`config.mk`:
```
export PLATFORM = sky130hd
export DESIGN_NAME = cacheline_adaptor
export DESIGN_NICKNAME = d
export VERILOG_FILES = /design/src/rtl/cacheline_adaptor_pkg.sv /design/src/rtl/cacheline_adaptor.sv
export SDC_FILE = /design/constraint.sdc
export NUM_CORES = 1
export LEC_CHECK = 0
export BUFFER_PORTS_ARGS = -buffer_cell sky130_fd_sc_hd__buf_2
export CORE_AREA = 3 3 277 279
export DETAILED_ROUTE_END_ITERATION = 6
export DIE_AREA = 0 0 280 282
export PLACE_DENSITY = 0.66
export SKIP_LAST_GASP = 1
export SYNTH_ARGS = -nofsm -noshare
export SYNTH_HDL_FRONTEND = slang
export SYNTH_SLANG_ARGS = --single-unit
export TNS_END_PERCENT = 50
```
`constraint.sdc`:
```
create_clock -name clk -period 3.49 [get_ports clk]
set_clock_uncertainty 0.2 [all_clocks]
set_input_delay 0.1745 -clock clk [delete_from_list [all_inputs] [get_ports clk]]
set_output_delay 0.1745 -clock clk [all_outputs]
set_load 0.01 [all_outputs]
```
`src/rtl/cacheline_adaptor_pkg.sv`:
```
// cacheline_adaptor_pkg: shared types and constants for the cacheline/burst adaptor.
//   rv32i_cacheline : one full cache line (256 bits)
//   rv32i_burst     : one memory burst beat (64 bits)
//   cla_state_t     : adaptor FSM states
package cacheline_adaptor_pkg;

    localparam int CL_LINE_W   = 256;
    localparam int CL_BEAT_W   = 64;
    localparam int CL_BEATS    = 4;
    localparam int CL_OFFSET_W = 5;

    typedef logic [CL_LINE_W-1:0] rv32i_cacheline;
    typedef logic [CL_BEAT_W-1:0] rv32i_burst;

    typedef enum logic [1:0] {
        IDLE,
        READ,
        WRITE,
        DONE
    } cla_state_t;

endpackage

```
`src/rtl/cacheline_adaptor.sv`:
```
// cacheline_adaptor: turns single-line cache fills/writebacks into 4-beat 64-bit memory bursts.
//   Cache side : address_i, read_i, write_i, line_i in; line_o, resp_o out (resp_o is a 1-cycle pulse)
//   Memory side: address_o, read_o, write_o, burst_o out; burst_i, resp_i in (resp_i acks one beat)
//   All outputs come from registers or decode of registered state only.
module cacheline_adaptor
    import cacheline_adaptor_pkg::*;
#(
    parameter int LINE_W = CL_LINE_W,
    parameter int BEAT_W = CL_BEAT_W,
    parameter int BEATS  = CL_BEATS
) (
    input  logic              clk,
    input  logic              rst,
    input  logic [31:0]       address_i,
    input  logic              read_i,
    input  logic              write_i,
    input  logic [LINE_W-1:0] line_i,
    output logic [LINE_W-1:0] line_o,
    output logic              resp_o,
    output logic [31:0]       address_o,
    output logic              read_o,
    output logic              write_o,
    output logic [BEAT_W-1:0] burst_o,
    input  logic [BEAT_W-1:0] burst_i,
    input  logic              resp_i
);

    localparam int CW = $clog2(BEATS);
    localparam logic [CW-1:0] LAST = CW'(BEATS - 1);

    cla_state_t        state_q, state_d;
    logic [CW-1:0]     cnt_q, cnt_d;
    logic [31:0]       addr_q, addr_d;
    logic [LINE_W-1:0] wline_q, wline_d;
    logic [LINE_W-1:0] fill_q, fill_d;
    logic              unused_offset;

    // The low offset bits never reach memory; the line is always fetched whole.
    assign unused_offset = ^address_i[CL_OFFSET_W-1:0];

    always_ff @(posedge clk) begin
        if (rst) begin
            state_q <= IDLE;
            cnt_q   <= '0;
            addr_q  <= '0;
            wline_q <= '0;
            fill_q  <= '0;
        end else begin
            state_q <= state_d;
            cnt_q   <= cnt_d;
            addr_q  <= addr_d;
            wline_q <= wline_d;
            fill_q  <= fill_d;
        end
    end

    always_comb begin
        state_d = state_q;
        cnt_d   = cnt_q;
        addr_d  = addr_q;
        wline_d = wline_q;
        fill_d  = fill_q;
        case (state_q)
            IDLE: begin
                // Read wins a tie; a held write_i is picked up after the read completes.
                if (read_i) begin
                    state_d = READ;
                    addr_d  = {address_i[31:CL_OFFSET_W], {CL_OFFSET_W{1'b0}}};
                    cnt_d   = '0;
                    fill_d  = '0;
                end else if (write_i) begin
                    state_d = WRITE;
                    addr_d  = {address_i[31:CL_OFFSET_W], {CL_OFFSET_W{1'b0}}};
                    cnt_d   = '0;
                    wline_d = line_i;
                end
            end
            READ: begin
                if (resp_i) begin
                    fill_d[BEAT_W*cnt_q +: BEAT_W] = burst_i;
                    cnt_d = cnt_q + CW'(1);
                    state_d = (cnt_q == LAST) ? DONE : READ;
                end
            end
            WRITE: begin
                if (resp_i) begin
                    cnt_d = cnt_q + CW'(1);
                    state_d = (cnt_q == LAST) ? DONE : WRITE;
                end
            end
            default: state_d = IDLE;
        endcase
    end

    assign read_o    = (state_q == READ);
    assign write_o   = (state_q == WRITE);
    assign resp_o    = (state_q == DONE);
    assign address_o = addr_q;
    assign line_o    = fill_q;
    assign burst_o   = (state_q == WRITE) ? wline_q[BEAT_W*cnt_q +: BEAT_W] : '0;

endmodule

```
## After elaboration in Yosys (flattened, before gate mapping)

Cells that the tools add are included.

- Register bits: 548
- Output and inout port bits: 355
- Logic and storage cells: 48
- Input port bits: 357

- Equal/unequal tests: 9
- Bitwise logic cells: 1
- Reductions and logical operators: 10
- Muxes and demuxes: 18
- Shift-type cells: 3
- $add $sub $neg: 2

Operators with widths:

| operator | number |
|---|---|
| 256-bit 2-to-1 mux | 2 |
| 256-bit case mux with 2 select lines | 1 |
| 256-bit bitwise mux | 1 |
| 64-bit by 34-bit variable shift with 256-bit output (first input constant) | 1 |
| 256-bit by 9-bit indexed part select with 64-bit output | 1 |
| 64-bit by 34-bit indexed part select with 256-bit output | 1 |
| 32-bit 2-to-1 mux | 2 |
| 64-bit 2-to-1 mux | 1 |
| 8-bit negator with 34-bit output | 1 |
| 2-bit 2-to-1 mux | 8 |
| 3-bit AND reduction | 4 |
| 2-bit equality test (second input constant) | 3 |
| 2-bit by 1-bit inequality test with 1-bit output (second input constant) | 3 |
| 2-bit case mux with 3 select lines | 1 |
| 2-bit nonzero test | 3 |
| 2-bit case mux with 2 select lines | 1 |
| 3-bit inequality test (second input constant) | 1 |
| 2-bit by 1-bit adder with 2-bit output (second input constant) | 1 |
| 2-bit by 1-bit equality test with 1-bit output (second input constant) | 1 |
| 2-bit zero test | 1 |
| 2-bit inequality test (second input constant) | 1 |
| 2-bit AND reduction | 1 |
| 2-bit OR reduction | 1 |
| 1-bit 2-to-1 mux | 1 |
| 1-bit NOT | 1 |

## Logic depth before layout (Yosys ltp)

- Word-level depth: 5
- Gate-level depth with buffers: 10
- Gate-level depth less buffers: 5

## Worst setup path after synthesis

Ideal clock, no wire load.

- Path type: flip-flop to flip-flop
- Start point: reg cnt_q[1]
- End point: reg fill_q[10], in the netlist line_o[10]
- Data required time: 3.220 ns
- Stages on the path, launching flop included: 10
- Slack: 1.072 ns
- Path buffers: 4
- Arrival time: 2.147 ns
- Setup time: 0.070 ns
- Clock period less this slack: 2.418 ns
- Path through: dfxtp_1 -> buf_4 -> clkbuf_1 -> inv_1 -> ha_1 -> nor4bb_1 -> buf_2 -> buf_2 -> nand4_1 -> a21oi_1

- Word-level cells in the longest chain between the ends: 5
- Elaborated cells on any way between the ends: 6
- Classes of those cells: add/sub: 1; shift: 2; mux: 3

RTL lines:

| element | line | source |
|---|---|---|
| start, declared | cacheline_adaptor.sv:32 | `logic [CW-1:0] cnt_q, cnt_d;` |
| start signal, assigned | cacheline_adaptor.sv:50 | `cnt_q <= cnt_d;` |
| 8-bit negator with 34-bit output (*) | cacheline_adaptor.sv:80 | `fill_d[BEAT_W*cnt_q +: BEAT_W] = burst_i;` |
| 64-bit by 34-bit indexed part select with 256-bit output / 64-bit by 34-bit variable shift with 256-bit output (equally long branches) | cacheline_adaptor.sv:80 |  |
| 256-bit bitwise mux (*) | cacheline_adaptor.sv:80 |  |
| 256-bit 2-to-1 mux (*) | cacheline_adaptor.sv:79 | `if (resp_i) begin` |
| 256-bit case mux with 2 select lines (*) | cacheline_adaptor.sv:63 | `case (state_q)` |
| end signal, assigned | cacheline_adaptor.sv:53 | `fill_q <= fill_d;` |
| end, declared | cacheline_adaptor.sv:35 | `logic [LINE_W-1:0] fill_q, fill_d;` |

Mark *: on every way between the ends. The rest lies on a longest branch, timed or not. The select of a mux whose other input is x is not followed.
A chain may end at the register's enable or synchronous reset.

## Worst setup path in the final report

- Start point: reg state_q[1]
- End point: reg fill_q[34], in the netlist line_o[34]

- Word-level cells in the longest chain between the ends: 3
- Elaborated cells on any way between the ends: 7
- Classes of those cells: eq/ne: 3; mux: 1; reduce/logical: 3

RTL lines:

| element | line | source |
|---|---|---|
| start, declared | cacheline_adaptor.sv:31 | `cla_state_t state_q, state_d;` |
| start signal, assigned | cacheline_adaptor.sv:49 | `state_q <= state_d;` |
| 2-bit by 1-bit equality test with 1-bit output / 2-bit zero test (equally long branches) | cacheline_adaptor.sv:63 |  |
| 2-bit by 1-bit inequality test with 1-bit output (no source line), or another cell as far along | - |  |
| 3-bit AND reduction (no source line) | - |  |

Several ways; a longest one is shown, not always the timed one.

==> results_tabular.tex <==
\begin{tabular}{lr}
\hline
Metric & Value \\
\hline
\multicolumn{2}{l}{\textbf{Clocking}} \\
CTS tree & built \\
Number of buffers between clock root and the deepest sink & 3 \\
Setup bufs post-CTS & 0 \\
Clock buffers created by TritonCTS & 59 \\
Max H-tree Level & 2 \\
CTS Root Cell & sky130\_fd\_sc\_hd\_\_clkbuf\_16 \\
Clock network latency to the later pin of the worst-skew pair & 0.62 ns \\
Resized Gates After CTS & 0 \\
Clock slew at the register clock pins of the worst setup and hold paths & 0.06 ns \\
Sinks on Clock Net & 543 \\
\multicolumn{2}{l}{\textbf{Routing}} \\
DRC violations left & 0 \\
Number of detailed-routing iterations run before antenna repair & 5 \\
Detailed-route via count & 25865 \\
Number of nets still failing antenna checks after routing & 0 \\
Iter 0 DRT Violations & 2775 \\
WL per Instance & 20.76 um \\
Avg Vias per Cell & 5.398 \\
Sum of routed wire length over all layers & 99500 um \\
\multicolumn{2}{l}{\textbf{Setup path}} \\
Startpoint kind of the worst setup timing path & flip-flop \\
Maximum fanout along the worst path & 77 \\
Reg-to-Reg End & line\_o[34] \\
Worst path arrival time & 3.65 ns \\
Kind of critical path & reg2reg \\
Crit. End Element & flip-flop \\
Number of cell instances on the worst register-to-register path & 8 \\
Worst flop-to-flop path startpoint & state\_q[1] \\
CP required & 3.85 ns \\
R2r setup slk & 0.20 ns \\
\multicolumn{2}{l}{\textbf{Floorplan}} \\
Die X & 280 um \\
Starting density of the core & 0.3221 \\
Vertical extent of the die & 282 um \\
DIE AREA & 0.07896 mm\^{}2 \\
Number of cell rows & 100 \\
CORE AREA & 0.07445 mm\^{}2 \\
Count of boundary I/O pins & 712 \\
\multicolumn{2}{l}{\textbf{Yosys}} \\
Mean post-synth cell area & 8.373 um\^{}2 \\
Seq/Total Area, Yosys & 0.4533 \\
Most used DFF post-synth & sky130\_fd\_sc\_hd\_\_dfxtp\_1 \\
Count of cell types in the netlist & 39 \\
Number of synthesized register bits & 543 \\
Cell count after synthesis & 2864 \\
Number of flops mapped to enable cells by yosys & 0 \\
Netlist area before placement & 0.02398 mm\^{}2 \\
Asr flop ratio synth & 0 \\
YS warnings & 0 \\
\multicolumn{2}{l}{\textbf{Hold path}} \\
Cell depth of the worst min-delay path & 4 \\
Classification of the worst-slack hold path & in2reg \\
Min-delay src & line\_i[181] \\
Hold worst-path end & wline\_q[181] \\
\multicolumn{2}{l}{\textbf{Power and ir drop}} \\
Share of power burned in combinational logic & 0.303 \\
Switching power summed over all nets & 6.849 mW \\
Peak supply drop & 0.4629 mV \\
Internal portion of total power & 12.24 mW \\
Sw frac & 0.3588 \\
Overall power consumption & 19.09 mW \\
Clock group share of total power & 0.334 \\
Total power divided by cell area & 562.1 mW/mm\^{}2 \\
Sequential share of power & 0.363 \\
Cell leakage power & 14.31 nW \\
\multicolumn{2}{l}{\textbf{Global routing}} \\
First-pass GRT wire length & 148900 um \\
Gr ovfl total & 0 \\
Vias in the first global route & 25255 \\
Overall routing resource usage & 0.2371 \\
Antenna violations before repair & 15 \\
Pin count of the biggest net entering global routing & 137 \\
\multicolumn{2}{l}{\textbf{STA}} \\
Final Max Tran Viols & 0 \\
Final setup viols & 0 \\
Period utilisation layout & 0.9422 \\
Slew at the pin closest to its max-slew limit & 1.098 ns \\
Final hold slack & 0.1318 ns \\
Final Worst Setup Slack & 0.2018 ns \\
Unrepaired setup endpoints after global routing & no \\
Max\_slew headroom & 0.2681 \\
Accumulated negative setup slack & 0 ns \\
Number of failing hold endpoints at the final stage & 0 \\
Final critical delay including setup and external delays & 3.288 ns \\
Highest clock rate & 304.1 MHz \\
\multicolumn{2}{l}{\textbf{Placed design}} \\
Total of buffers placed on input and output ports & 701 \\
Placement Setup Slack & 0.7616 ns \\
DP HPWL & 62290 um \\
Routability congestion estimate from global placement & 0.8558 \\
Instance area after placement & 0.02796 mm\^{}2 \\
Placed insts & 4271 \\
\multicolumn{2}{l}{\textbf{Cells and area}} \\
Fin util & 0.4562 \\
Fraction of final layout cells with drive strength greater than 1 & 0.2493 \\
Layout overhead on the synthesized area & 41.62\% \\
Filler-free cell count of the finished design & 4792 \\
Post-route design area & 0.03396 mm\^{}2 \\
Number of nets in the finished design & 4129 \\
\multicolumn{2}{l}{\textbf{Flow run}} \\
Max-Cap Viols & 0 \\
\multicolumn{2}{l}{\textbf{Status}} \\
Status & complete, no violations \\
\hline
\end{tabular}
==> logic make-up after synthesis <==
logic type | after synthesis | share of synthesized area
AND/OR/NAND/NOR | 1092 | 0.2398
multiplexers | 67 | 0.06172
flip-flops | 543 | 0.4533
adder cells (fa/ha/maj) | 9 | 0.004696
buffers and inverters | 336 | 0.06611
other | 1 | 0.0001564
AO/OA/AOI/OAI | 816 | 0.1742
==> worst max-delay path, cell delays in order (launching register included) <==
cell and delay, ns:
sky130_fd_sc_hd__dfxtp_1 0.34, sky130_fd_sc_hd__inv_1 0.09, sky130_fd_sc_hd__ha_2 0.30, sky130_fd_sc_hd__buf_4 0.45, sky130_fd_sc_hd__mux2_8 0.59, sky130_fd_sc_hd__buf_4 0.35
sky130_fd_sc_hd__nand4_1 0.11, sky130_fd_sc_hd__a21oi_1 0.15, sky130_fd_sc_hd__dlygate4sd3_1 0.56
==> cells in the mapped netlist (all sizes together) (2+ instances only) <==
master / instances / area, um^2
a21bo: 4 / 40.04
a21boi: 4 / 75.07
a21oi: 544 / 2723
and2: 64 / 400.4
and3: 64 / 400.4
and3b: 131 / 1149
buf: 153 / 873.3
clkbuf: 179 / 696.9
dfxtp: 543 / 10870
ha: 9 / 112.6
inv: 4 / 15.01
mux2i: 2 / 23.77
mux4: 64 / 1441
nand2: 566 / 2125
nand2b: 2 / 12.51
nand4: 258 / 1614
o21ai: 260 / 1305
==> repair_timing <==
action / CTS / global route
endpoints found under the setup margin: 0 / 0
hold buffers: 400 / 0
endpoints found under the hold margin: 543 / 0
==> metal layers <==
| layer | share of wire | GRT usage |
|---|---|---|
| met5 | 0.00025 | 0 |
| met4 | 0.056 | 0.1237 |
| met3 | 0.084 | 0.05407 |
| met2 | 0.47 | 0.3940 |
| met1 | 0.39 | 0.2875 |
==> area by class of cell <==
type	instances	area, um^2
clock buffers	86	1728
flip-flops and latches	543	10880
multi-input cells	1989	11610
clock inverters	22	239.0
fillers	6933	40490
inverters	4	15.01
diodes	13	32.53
well taps	969	1212
repair buffers	1166	8248
==> how the worst max path moves through the flow <==
| stage | startpoint | to | slack (ns) | depth (start not counted) |
|---|---|---|---|---|
| floorplan | cnt_q[1] | line_o[10] | 1.07 | 9 |
| global placement | state_q[1] | line_o[155] | 0.78 | 7 |
| detailed placement | state_q[1] | line_o[153] | 0.76 | 7 |
| global route | state_q[0] | wline_q[28] | 0.04 | 7 |
| finish | state_q[1] | line_o[34] | 0.20 | 8 |
| CTS | state_q[0] | wline_q[28] | 0.22 | 7 |
==> power groups by stage <==
stage | logic (mW) | registers, mW | clock network [mW]
2_1_floorplan | 3.43 | 7.03 | 0
3_3_place_gp | 5.22 | 7.03 | 0
3_5_place_dp | 5.24 | 7.05 | 0
4_1_cts | 5.67 | 6.92 | 6.49
5_1_grt | 6.20 | 6.97 | 6.71
6_report | 5.78 | 6.94 | 6.37
==> layout by cell type, fill, tap and decap left out, types with 59 or more instances in the layout <==
master	Yosys	layout
sky130_fd_sc_hd__dfxtp_1	543	541
sky130_fd_sc_hd__a21oi_1	544	544
sky130_fd_sc_hd__and3_1	64	64
sky130_fd_sc_hd__nand4_1	258	258
sky130_fd_sc_hd__buf_2	86	700
sky130_fd_sc_hd__o21ai_0	234	234
sky130_fd_sc_hd__and2_1	64	64
sky130_fd_sc_hd__and3b_1	130	128
sky130_fd_sc_hd__clkbuf_16	0	59
sky130_fd_sc_hd__dlygate4sd3_1	0	400
sky130_fd_sc_hd__nand2_1	566	566
sky130_fd_sc_hd__mux4_2	64	64
==> flip-flops by register name (all words and copies together), names as in the netlist <==
name / count
line_o: 256
state_q: 2
cnt_q: 2
wline_q: 256
address_o: 27
(Power assumes the default switching activity.)
